$ cat src/rtl/cursor_pkt_pkg.sv
// Shared cursor packet definitions: sync byte, packet states, checksum.
// Used by both the cursor UART receiver and transmitter.
package cursor_pkt_pkg;

  localparam logic [7:0] SYNC_BYTE = 8'hAA;
  localparam int         PKT_LEN   = 5;

  localparam logic [2:0] ST_HUNT = 3'd0;
  localparam logic [2:0] ST_BTN  = 3'd1;
  localparam logic [2:0] ST_DX   = 3'd2;
  localparam logic [2:0] ST_DY   = 3'd3;
  localparam logic [2:0] ST_CHK  = 3'd4;

  function automatic logic [7:0] pkt_chk(
    input logic [7:0] btn,
    input logic [7:0] dx,
    input logic [7:0] dy
  );
    return btn ^ dx ^ dy;
  endfunction

  function automatic logic [15:0] sat_inc16(
    input logic [15:0] v
  );
    return v + {15'd0, ~&v};
  endfunction

endpackage

$ cat src/rtl/uart_rx_byte.sv
// 8N1 byte receiver: 2-FF synchronizer, start validation, mid-bit sampling.
// Emits a one-cycle byte_valid or byte_err strobe after each stop sample.
module uart_rx_byte #(
  parameter int CLKS_PER_BIT = 434
) (
  input  logic       clk,
  input  logic       rst,
  input  logic       rx,
  output logic [7:0] byte_data,
  output logic       byte_valid,
  output logic       byte_err
);

  localparam int CW = $clog2(CLKS_PER_BIT);
  localparam logic [CW-1:0] HALF = CW'(CLKS_PER_BIT / 2 - 1);
  localparam logic [CW-1:0] FULL = CW'(CLKS_PER_BIT - 1);

  localparam logic [1:0] R_IDLE  = 2'd0;
  localparam logic [1:0] R_START = 2'd1;
  localparam logic [1:0] R_DATA  = 2'd2;
  localparam logic [1:0] R_STOP  = 2'd3;

  logic          s1_q, s2_q, s3_q;
  logic [1:0]    st_q, st_d;
  logic [CW-1:0] cnt_q, cnt_d;
  logic [2:0]    bit_q, bit_d;
  logic [7:0]    sh_q, sh_d;
  logic          vld_q, vld_d;
  logic          err_q, err_d;

  always_comb begin
    st_d  = st_q;
    cnt_d = cnt_q + 1'b1;
    bit_d = bit_q;
    sh_d  = sh_q;
    vld_d = 1'b0;
    err_d = 1'b0;
    unique case (st_q)
      R_IDLE: begin
        cnt_d = '0;
        if (s3_q && !s2_q) st_d = R_START;
      end
      R_START: begin
        if (cnt_q == HALF) begin
          cnt_d = '0;
          bit_d = '0;
          st_d  = s2_q ? R_IDLE : R_DATA;
        end
      end
      R_DATA: begin
        if (cnt_q == FULL) begin
          cnt_d = '0;
          sh_d  = {s2_q, sh_q[7:1]};
          bit_d = bit_q + 1'b1;
          if (bit_q == 3'd7) st_d = R_STOP;
        end
      end
      R_STOP: begin
        if (cnt_q == FULL) begin
          cnt_d = '0;
          vld_d = s2_q;
          err_d = !s2_q;
          st_d  = R_IDLE;
        end
      end
      default: st_d = R_IDLE;
    endcase
  end

  always_ff @(posedge clk) begin
    if (rst) begin
      s1_q  <= 1'b1;
      s2_q  <= 1'b1;
      s3_q  <= 1'b1;
      st_q  <= R_IDLE;
      cnt_q <= '0;
      bit_q <= '0;
      sh_q  <= '0;
      vld_q <= 1'b0;
      err_q <= 1'b0;
    end else begin
      s1_q  <= rx;
      s2_q  <= s1_q;
      s3_q  <= s2_q;
      st_q  <= st_d;
      cnt_q <= cnt_d;
      bit_q <= bit_d;
      sh_q  <= sh_d;
      vld_q <= vld_d;
      err_q <= err_d;
    end
  end

  assign byte_data  = sh_q;
  assign byte_valid = vld_q;
  assign byte_err   = err_q;

endmodule

$ cat src/rtl/cursor_uart_rx_decoder.sv
// Cursor link receiver: frames UART bytes into [AA,btn,dx,dy,chk] packets
// and reports good packets plus checksum, framing and gap-timeout errors.
module cursor_uart_rx_decoder
  import cursor_pkt_pkg::*;
#(
  parameter int CLKS_PER_BIT = 434,
  parameter int TIMEOUT_CLKS = 13020
) (
  input  logic        clk,
  input  logic        rst,
  input  logic        rx,
  output logic        pkt_valid,
  output logic [1:0]  buttons,
  output logic [7:0]  dx,
  output logic [7:0]  dy,
  output logic        chk_err,
  output logic        frame_err,
  output logic        timeout_err,
  output logic [15:0] good_count,
  output logic [15:0] bad_count
);

  localparam int TW = $clog2(TIMEOUT_CLKS);
  localparam logic [TW-1:0] TLIM = TW'(TIMEOUT_CLKS - 1);

  logic [7:0] byte_data;
  logic       byte_valid, byte_err;

  uart_rx_byte #(.CLKS_PER_BIT(CLKS_PER_BIT)) u_rx (
    .clk        (clk),
    .rst        (rst),
    .rx         (rx),
    .byte_data  (byte_data),
    .byte_valid (byte_valid),
    .byte_err   (byte_err)
  );

  logic [2:0]    pst_q, pst_d;
  logic [7:0]    btn_q, btn_d, dxs_q, dxs_d, dys_q, dys_d;
  logic [1:0]    bo_q, bo_d;
  logic [7:0]    dxo_q, dxo_d, dyo_q, dyo_d;
  logic          pv_q, pv_d, ce_q, ce_d, fe_q, fe_d, te_q, te_d;
  logic [15:0]   good_q, good_d, bad_q, bad_d;
  logic [TW-1:0] tmr_q, tmr_d;
  logic          expire;

  // A byte strobe in the same cycle as expiry takes precedence.
  assign expire = (pst_q != ST_HUNT) && (tmr_q == TLIM) &&
                  !byte_valid && !byte_err;

  always_comb begin
    pst_d  = pst_q;
    btn_d  = btn_q;
    dxs_d  = dxs_q;
    dys_d  = dys_q;
    bo_d   = bo_q;
    dxo_d  = dxo_q;
    dyo_d  = dyo_q;
    good_d = good_q;
    bad_d  = bad_q;
    pv_d   = 1'b0;
    ce_d   = 1'b0;
    fe_d   = 1'b0;
    te_d   = 1'b0;
    tmr_d  = (pst_q == ST_HUNT) ? '0 : tmr_q + 1'b1;
    unique case (1'b1)
      byte_err: begin
        fe_d  = 1'b1;
        bad_d = sat_inc16(bad_q);
        pst_d = ST_HUNT;
        tmr_d = '0;
      end
      byte_valid: begin
        tmr_d = '0;
        unique case (pst_q)
          ST_HUNT: if (byte_data == SYNC_BYTE) pst_d = ST_BTN;
          ST_BTN: begin
            btn_d = byte_data;
            pst_d = ST_DX;
          end
          ST_DX: begin
            dxs_d = byte_data;
            pst_d = ST_DY;
          end
          ST_DY: begin
            dys_d = byte_data;
            pst_d = ST_CHK;
          end
          ST_CHK: begin
            pst_d = ST_HUNT;
            if (byte_data == pkt_chk(btn_q, dxs_q, dys_q)) begin
              bo_d   = btn_q[1:0];
              dxo_d  = dxs_q;
              dyo_d  = dys_q;
              pv_d   = 1'b1;
              good_d = sat_inc16(good_q);
            end else begin
              ce_d  = 1'b1;
              bad_d = sat_inc16(bad_q);
            end
          end
          default: pst_d = ST_HUNT;
        endcase
      end
      expire: begin
        te_d  = 1'b1;
        bad_d = sat_inc16(bad_q);
        pst_d = ST_HUNT;
        tmr_d = '0;
      end
      default: ;
    endcase
  end

  always_ff @(posedge clk) begin
    if (rst) begin
      pst_q  <= ST_HUNT;
      btn_q  <= '0;
      dxs_q  <= '0;
      dys_q  <= '0;
      bo_q   <= '0;
      dxo_q  <= '0;
      dyo_q  <= '0;
      pv_q   <= 1'b0;
      ce_q   <= 1'b0;
      fe_q   <= 1'b0;
      te_q   <= 1'b0;
      good_q <= '0;
      bad_q  <= '0;
      tmr_q  <= '0;
    end else begin
      pst_q  <= pst_d;
      btn_q  <= btn_d;
      dxs_q  <= dxs_d;
      dys_q  <= dys_d;
      bo_q   <= bo_d;
      dxo_q  <= dxo_d;
      dyo_q  <= dyo_d;
      pv_q   <= pv_d;
      ce_q   <= ce_d;
      fe_q   <= fe_d;
      te_q   <= te_d;
      good_q <= good_d;
      bad_q  <= bad_d;
      tmr_q  <= tmr_d;
    end
  end

  assign pkt_valid   = pv_q;
  assign buttons     = bo_q;
  assign dx          = dxo_q;
  assign dy          = dyo_q;
  assign chk_err     = ce_q;
  assign frame_err   = fe_q;
  assign timeout_err = te_q;
  assign good_count  = good_q;
  assign bad_count   = bad_q;

endmodule
$ cat config.mk
export PLATFORM = sky130hd
export DESIGN_NAME = cursor_uart_rx_decoder
export DESIGN_NICKNAME = d
export VERILOG_FILES = /design/src/rtl/cursor_pkt_pkg.sv /design/src/rtl/uart_rx_byte.sv /design/src/rtl/cursor_uart_rx_decoder.sv
export SDC_FILE = /design/constraint.sdc
export NUM_CORES = 1
export LEC_CHECK = 0
export ABC_CLOCK_PERIOD_IN_PS = 3400
export CORE_ASPECT_RATIO = 0.6
export CORE_MARGIN = 2
export CORE_UTILIZATION = 40
export CTS_CLUSTER_SIZE = 40
export DETAILED_ROUTE_END_ITERATION = 8
export PLACE_DENSITY = 0.65
export SYNTH_ARGS = -nofsm -noshare
export SYNTH_HDL_FRONTEND = slang
export SYNTH_SLANG_ARGS = --single-unit
$ cat constraint.sdc
create_clock -name clk -period 3.4 [get_ports clk]
set_input_delay 0.85 -clock clk [delete_from_list [all_inputs] [get_ports clk]]
set_output_delay 0.85 -clock clk [all_outputs]
set_load 0.02 [all_outputs]
==> flow_metrics.env <==
export IMPL_final_max_slew_viol_count=0
export IMPL_rows=33
export IMPL_placed_cell_area_sq_mm=0.00638
export IMPL_pwr_share_seq_pct=41.0
export IMPL_worst_slack_ps=587
export IMPL_synth_top_area_cell="dfxtp_1"
export IMPL_cp_arrival_ps=3110
export IMPL_seq_area_frac_synth_pct=43.1
export IMPL_internal_power_mw=2.81
export IMPL_grt_pass1_vias=4400
export IMPL_period_share_pct=82.7
export IMPL_first_iter_violations=309
export IMPL_syn_area_sq_mm=0.00566
export IMPL_use_met1_pct=25.4
export IMPL_ant_nets=0
export IMPL_portBuffers=56
export IMPL_async_flop_share_pct=0
export IMPL_p_per_area_mw_per_mm2=498
export IMPL_start_util_pct=41.2
export IMPL_yosys_warnings=0
export IMPL_netlist_instances=666
export IMPL_hpwl_um=9030
export IMPL_place_ws_ps=670
export IMPL_synth_top_flop_cell="dfxtp_1"
export IMPL_path_max_fanout=9
export IMPL_hold_violations=0
export IMPL_root_buffer="clkbuf_16"
export IMPL_synth_area_leaders="dfxtp_1 43%, nand2_1 6.1%, nor2_1 5.4%, a21oi_1 4.6%, mux2i_1 3.7%"
export IMPL_synth_nets=684
export IMPL_setup_worst_path_class="reg -> reg"
export IMPL_skew_ps=9.61
export IMPL_crit_end="good_count[15]"
export IMPL_clk_latency_ps=410
export IMPL_power_share_combinational_pct=1.9
export IMPL_synth_edf_count=0
export IMPL_grt_max_degree=57
export IMPL_cts_resized=0
export IMPL_ir_worst_vdd_uv=343
export IMPL_path_clk_slew_ps=50
export IMPL_use_met3_pct=5.00
export IMPL_ff2ff_setup_slack_ps=590
export IMPL_core_area_sq_mm=0.0137
export IMPL_hold_path_class="reg -> reg"
export IMPL_swShare_pct=19.8
export IMPL_die_area_sq_mm=0.0152
export IMPL_post_synth_top_count_cell="dfxtp_1"
export IMPL_post_route_min_period_ps=2810
export IMPL_tightestPinTransition_ps=770
export IMPL_drive_gt1_share_pct=9.09
export IMPL_io_pins=57
export IMPL_use_met2_pct=27.3
export IMPL_p_clk_share_pct=57.1
export IMPL_diodes=0
export IMPL_clk_path_buf_depth=2
export IMPL_grt_busiest_layer="met2"
export IMPL_post_cts_setup_buffers=0
export IMPL_first_pass_iters=4
export IMPL_grt_total_usage_pct=18.2
export IMPL_drc=0
export IMPL_synth_common_cells="122 x dfxtp_1, 92 x nand2_1, 81 x nor2_1"
export IMPL_fin_setup_tns_ps=0
export IMPL_setup_worst_path_start_class="register"
export IMPL_outcome="finished clean"
export IMPL_avgRoutedWirePerCell_um=14.3
export IMPL_cp_required_ps=3700
export IMPL_cts_tree="yes"
export IMPL_cts_buffers=17
export IMPL_ys_types=47
export IMPL_die_w_um=158
export IMPL_grt_overflow=0
export IMPL_p_switching_mw=0.695
export IMPL_rsz0062_at_grt="false"
export IMPL_synth_top_cell_area_share_pct=43.1
export IMPL_fillers=1226
export IMPL_grt_pass1_wl_um=21700
export IMPL_hold_buffers=0
export IMPL_fp_dieH_um=96.2
export IMPL_h_tree_depth=4
export IMPL_maxCapViolations=0
export IMPL_worstRegToRegCells=9
export IMPL_avgSynthCellArea_sq_um=8.50
export IMPL_nNetsFinal=731
export IMPL_totalWireLength_um=13200
export IMPL_place_congestion=0.861
export IMPL_ys_ff_latch=122
export IMPL_vias=4786
export IMPL_p_leak_nw=2.48
export IMPL_r2r_start="good_count[7]"
export IMPL_antenna_found_initial=0
export IMPL_rr_endpoint="good_count[15]"
export IMPL_numClockSinks=122
export IMPL_synthToLayoutAreaGrowth_pct=24.3
export IMPL_fmax_mhz=356
export IMPL_fin_area_sq_mm=0.00704
export IMPL_cp_startpoint="good_count[7]"
export IMPL_worst_setup_path_end_kind="register"
export IMPL_relSlewSlack_pct=48.5
export IMPL_setup_violations=0
export IMPL_viasPerCell=5.21
-- registers in the layout, summed over array words and instances, names as in the netlist, named ones only --
register and count:
pkt_valid 1, u_rx.byte_data 8, u_rx.byte_err 1, dxs_q 8, pst_q 3, u_rx.byte_valid 1, dys_q 8, timeout_err 1
dy 8, chk_err 1, u_rx.s1_q 1, frame_err 1, u_rx.s3_q 1, good_count 16, bad_count 16, u_rx.cnt_q 9
buttons 2, u_rx.st_q 1, dx 8, u_rx.bit_q 3, tmr_q 14, u_rx.s2_q 1, btn_q 8
-- critical path: stages, from the launching register on --
cell and delay (ps):
dfxtp_1 400, and3_1 270, nand4_1 150, or2_2 350, or4_1 560, ha_1 230
nand3_1 170, or2_2 230, nor4_1 70, mux2_2 280
-- kinds of logic (layout without fill, tap and decap cells) --
family | after synthesis | after routing | synth area share (%)
compound gates | 89 | 89 | 9.26
xor+xnor | 43 | 43 | 6.92
fa+ha+maj | 15 | 15 | 3.31
buf+inv | 50 | 110 | 3.51
flops | 122 | 122 | 43.1
mux | 36 | 36 | 6.69
simple gates | 311 | 311 | 27.2
-- stage by stage --
stage	util (%)	total power, mW	hold WS [ps]	std cells
global route	51.2	3.62	443	918
global placement	46.4	1.53	393	886
finish	51.2	3.51	411	918
detailed placement	46.4	1.54	400	886
CTS	51.2	3.54	412	918
floorplan	-	1.52	389	666
-- worst min-delay path by stage --
| stage | slack [ps] | to | start | cells past startpoint |
|---|---|---|---|---|
| 4_1_cts | 410 | u_rx.s2_q | u_rx.s1_q | 1 |
| 5_1_grt | 440 | u_rx.s2_q | u_rx.s1_q | 1 |
| 3_3_place_gp | 390 | u_rx.s2_q | u_rx.s1_q | 1 |
| 3_5_place_dp | 400 | u_rx.s2_q | u_rx.s1_q | 1 |
| 6_report | 410 | u_rx.s2_q | u_rx.s1_q | 1 |
| 2_1_floorplan | 390 | u_rx.s2_q | u_rx.s1_q | 1 |
-- power by group through the flow --
stage | combinational [mW] | clock, mW | sequential, mW
floorplan | 0.0505 | 0 | 1.47
global placement | 0.0621 | 0 | 1.47
detailed placement | 0.0650 | 0 | 1.47
CTS | 0.0664 | 2.03 | 1.44
global route | 0.0760 | 2.10 | 1.44
finish | 0.0665 | 2.00 | 1.44
-- routing by layer --
| layer | part of all wire [%] | up-vias | wire length [um] |
|---|---|---|---|
| met2 | 42 | 178 | 5560 |
| li1 | - | 2400 | - |
| met1 | 50 | 2188 | 6510 |
| met3 | 7.0 | 20 | 915 |
| met5 | 0 | - | 0 |
| met4 | 1.2 | 0 | 161 |
-- placed cells by master, fill, tap and decap left out, drive strengths merged, types with 4 or more instances in the layout --
master | netlist | routed
a21oi | 52 | 52
a22oi | 4 | 4
and2 | 6 | 6
and3 | 6 | 6
and4 | 5 | 5
buf | 8 | 8
bufinv | 0 | 5
clkbuf | 27 | 21
clkdlybuf4s50 | 0 | 55
dfxtp | 122 | 122
ha | 15 | 15
inv | 15 | 15
mux2 | 15 | 15
mux2i | 21 | 21
nand2 | 92 | 92
nand2b | 9 | 9
nand3 | 32 | 32
nand4 | 19 | 19
nor2 | 81 | 81
nor2b | 17 | 17
nor3 | 4 | 4
nor4 | 4 | 4
o21ai | 9 | 9
o31ai | 8 | 8
o32ai | 4 | 4
or2 | 6 | 6
or3 | 7 | 7
or4 | 10 | 10
xnor2 | 26 | 26
xor2 | 17 | 17
-- final cells by class --
cell class | count | area [sq um] | share of cell area, %
multi-input combinational | 494 | 3030 | 43.0
sequential | 122 | 2440 | 34.7
timing repair buffer | 63 | 611 | 8.68
clock buffer | 21 | 470 | 6.68
tap | 192 | 240 | 3.41
clock inverter | 11 | 191 | 2.72
inverter | 15 | 56.3 | 0.800
Power figures use the tool's default switching activity.
==> patch: new RTL, same flow settings <==
`sh_q` no longer has a reset.
--- a/src/rtl/uart_rx_byte.sv
+++ b/src/rtl/uart_rx_byte.sv
@@ -75,7 +75,6 @@
       st_q  <= R_IDLE;
       cnt_q <= '0;
       bit_q <= '0;
-      sh_q  <= '0;
       vld_q <= 1'b0;
       err_q <= 1'b0;
     end else begin
@@ -85,10 +84,13 @@
       st_q  <= st_d;
       cnt_q <= cnt_d;
       bit_q <= bit_d;
-      sh_q  <= sh_d;
       vld_q <= vld_d;
       err_q <= err_d;
     end
+  end
+
+  always_ff @(posedge clk) begin
+    sh_q <= sh_d;
   end
 
   assign byte_data  = sh_q;
Function: same outputs for any inputs over 10 cycles, from zero or initial values and one cycle with rst high; that may be too few to reach the edited logic, so the function may still have changed.
==> patch against the original RTL <==
  * Via count fell by 5.3%
  * Routed wire length decreased by 2.9%
  * Setup slack worse by 180 ps
  * Final area fell by 2.2%
  * Synthesized area fell by 1.9%
  * First-iteration DRC count down 9.4%
  * Power is 1.9% lower
  * Sequential cell count is the same
  * Critical path depth up 3
  * Clock skew about the same
  * Highest routed layer unchanged
  * Global-route usage decreased by 0.16 points
==> patch: results (changes against the original RTL) <==
metric,value,unit,change
crit path max fanout,6,,-3
Area contributors post-synth,"dfxtp_1 (41%), nor2_1 (6.1%), mux2i_1 (5.2%)",,
gpl congestion,0.854,,-0.85%
Avg WL per Cell,14.9,um,+3.9%
met2 wire length,5.62,mm,+1.1%
GRT Util Overall,0.180,,-0.00155
Leakage,2.48,nW,+0.18%
number of synthesized flops with an enable pin,8,,+8
pin count of the biggest net entering global routing,49,,-14%
initial detailed-routing violation count,280,,-9.4%
Mapped Cells,614,,-7.8%
"Cell Count, Final, Fillers Out",858,,-6.5%
top layer in use,met4,,
PortBufs,56,,unchanged
synth warn,0,,unchanged
placed insts,826,,-6.8%
ys async rst share,0,,unchanged
synth cell count leaders,"dfxtp_1 (114), nor2_1 (91), nand2_1 (69)",,
post-synth cell types,59,,+26%
Setup Skew,9.83,ps,+0.220 ps
routed wl met3,588,um,-36%
antenna violations before repair,0,,unchanged
sequential area share after synthesis,0.454,,+0.0227
vias in the first global route,4316,,-1.9%
H-tree depth,4,,unchanged
Worst Hold Class,register to register,,
Slew headroom,0.272,,-0.213
Clock Latency Late Sink,410,ps,about the same
global-route wire length before repair,21.2,mm,-2.4%
CTS buffer count,17,,unchanged
ANT cells,0,,unchanged
Register-to-Register Setup Slack,400,ps,-180 ps
Layout fillers,1217,,-0.73%
Met1 Wirelength,6.45,mm,-1.1%
drt first pass iters,5,,+1
Post-DP HPWL,8.85,mm,-2.0%
Setup Buffers After CTS,0,,unchanged
Bufs on Longest Clock Path,2,,unchanged
status,completed,,
maximum vdd drop,0.353,mV,+3.0%
final net count,687,,-6.0%
Initial Utilization,0.408,,-0.00406
clk slew on worst S/H paths,60,ps,
CTS resizes,0,,unchanged
Root Driver,clkbuf_16,,
share of post-route cells with drive strength above 1,0.107,,+0.0160
Syn Nets,631,,-7.7%
via count,4534,,-5.3%
[patch: cell types whose count changed after synthesis, sizes merged, moves of 4 or more]
cell,delta
a21oi,-22
clkbuf,-12
dfxtp,-8
edfxtp,+8
mux2i,+8
nand2,-23
nand3,-7
nor2,+11
o31ai,-4
or4,-4
[patch: kinds of logic after synthesis]
| family | synth area share |
|---|---|
| AND/OR/NAND/NOR | 0.250 |
| XOR/XNOR | 0.0662 |
| flip-flops | 0.454 |
| buffers and inverters | 0.0322 |
| multiplexers | 0.0847 |
| AO/OA/AOI/OAI | 0.0817 |
| adder cells (fa/ha/maj) | 0.0315 |
[patch: power by group]
| part | internal, mW | total, mW | leakage [nW] | switching (mW) |
|---|---|---|---|---|
| combinational | 0.0239 | 0.0695 | 1.18 | 0.0455 |
| clock | 1.26 | 1.92 | 0.306 | 0.658 |
| sequential | 1.45 | 1.45 | 0.990 | 0.00437 |
| total | 2.73 | 3.44 | 2.48 | 0.708 |
[patch: cell type report]
cell class	instances	share of cell area
Multi-Input combinational cell	451	0.415
Clock buffer	20	0.0663
Timing Repair Buffer	62	0.0872
Sequential cell	122	0.366
Tap cell	175	0.0318
Clock inverter	12	0.0247
Inverter	16	0.00872
[patch: path summary, 6_finish.rpt]
check,from,endpoint,depth (start not counted)
worst max-delay path,bad_count[5]$_SDFFE_PP0P_,bad_count[14]$_SDFFE_PP0P_,12
worst min-delay path,u_rx.s1_q$_SDFF_PP1_,u_rx.s2_q$_SDFF_PP1_,1
worst max register to register,bad_count[5]$_SDFFE_PP0P_,bad_count[14]$_SDFFE_PP0P_,12
worst min register to register,u_rx.s1_q$_SDFF_PP1_,u_rx.s2_q$_SDFF_PP1_,1
[patch: worst max-delay path: stages, from the launching register on]
cell and delay (ps):
dfxtp_1 400, nand4_1 190, nor2_1 280, and3_1 270, nand2_1 80, or3_1 370
ha_1 220, ha_1 240, nand3_1 200, nor2_1 130, nand2_1 100, o22ai_1 90
mux2_2 300
[patch: routing by layer]
layer | vias to the layer above | track usage
met1 | 2166 | 0.243
met2 | 114 | 0.285
met5 | - | 0
li1 | 2239 | -
met3 | 15 | 0.0514
met4 | 0 | 0.0505
[patch: stage by stage]
stage / hold WS (ps) / worst slack [ps] / cell area, um2
finish: 424 / 404 / 6880
global route: 440 / 193 / 6880
CTS: 427 / 473 / 6880
detailed placement: 408 / 523 / 6260
global placement: 407 / 641 / 6260
floorplan: 389 / 705 / 5560
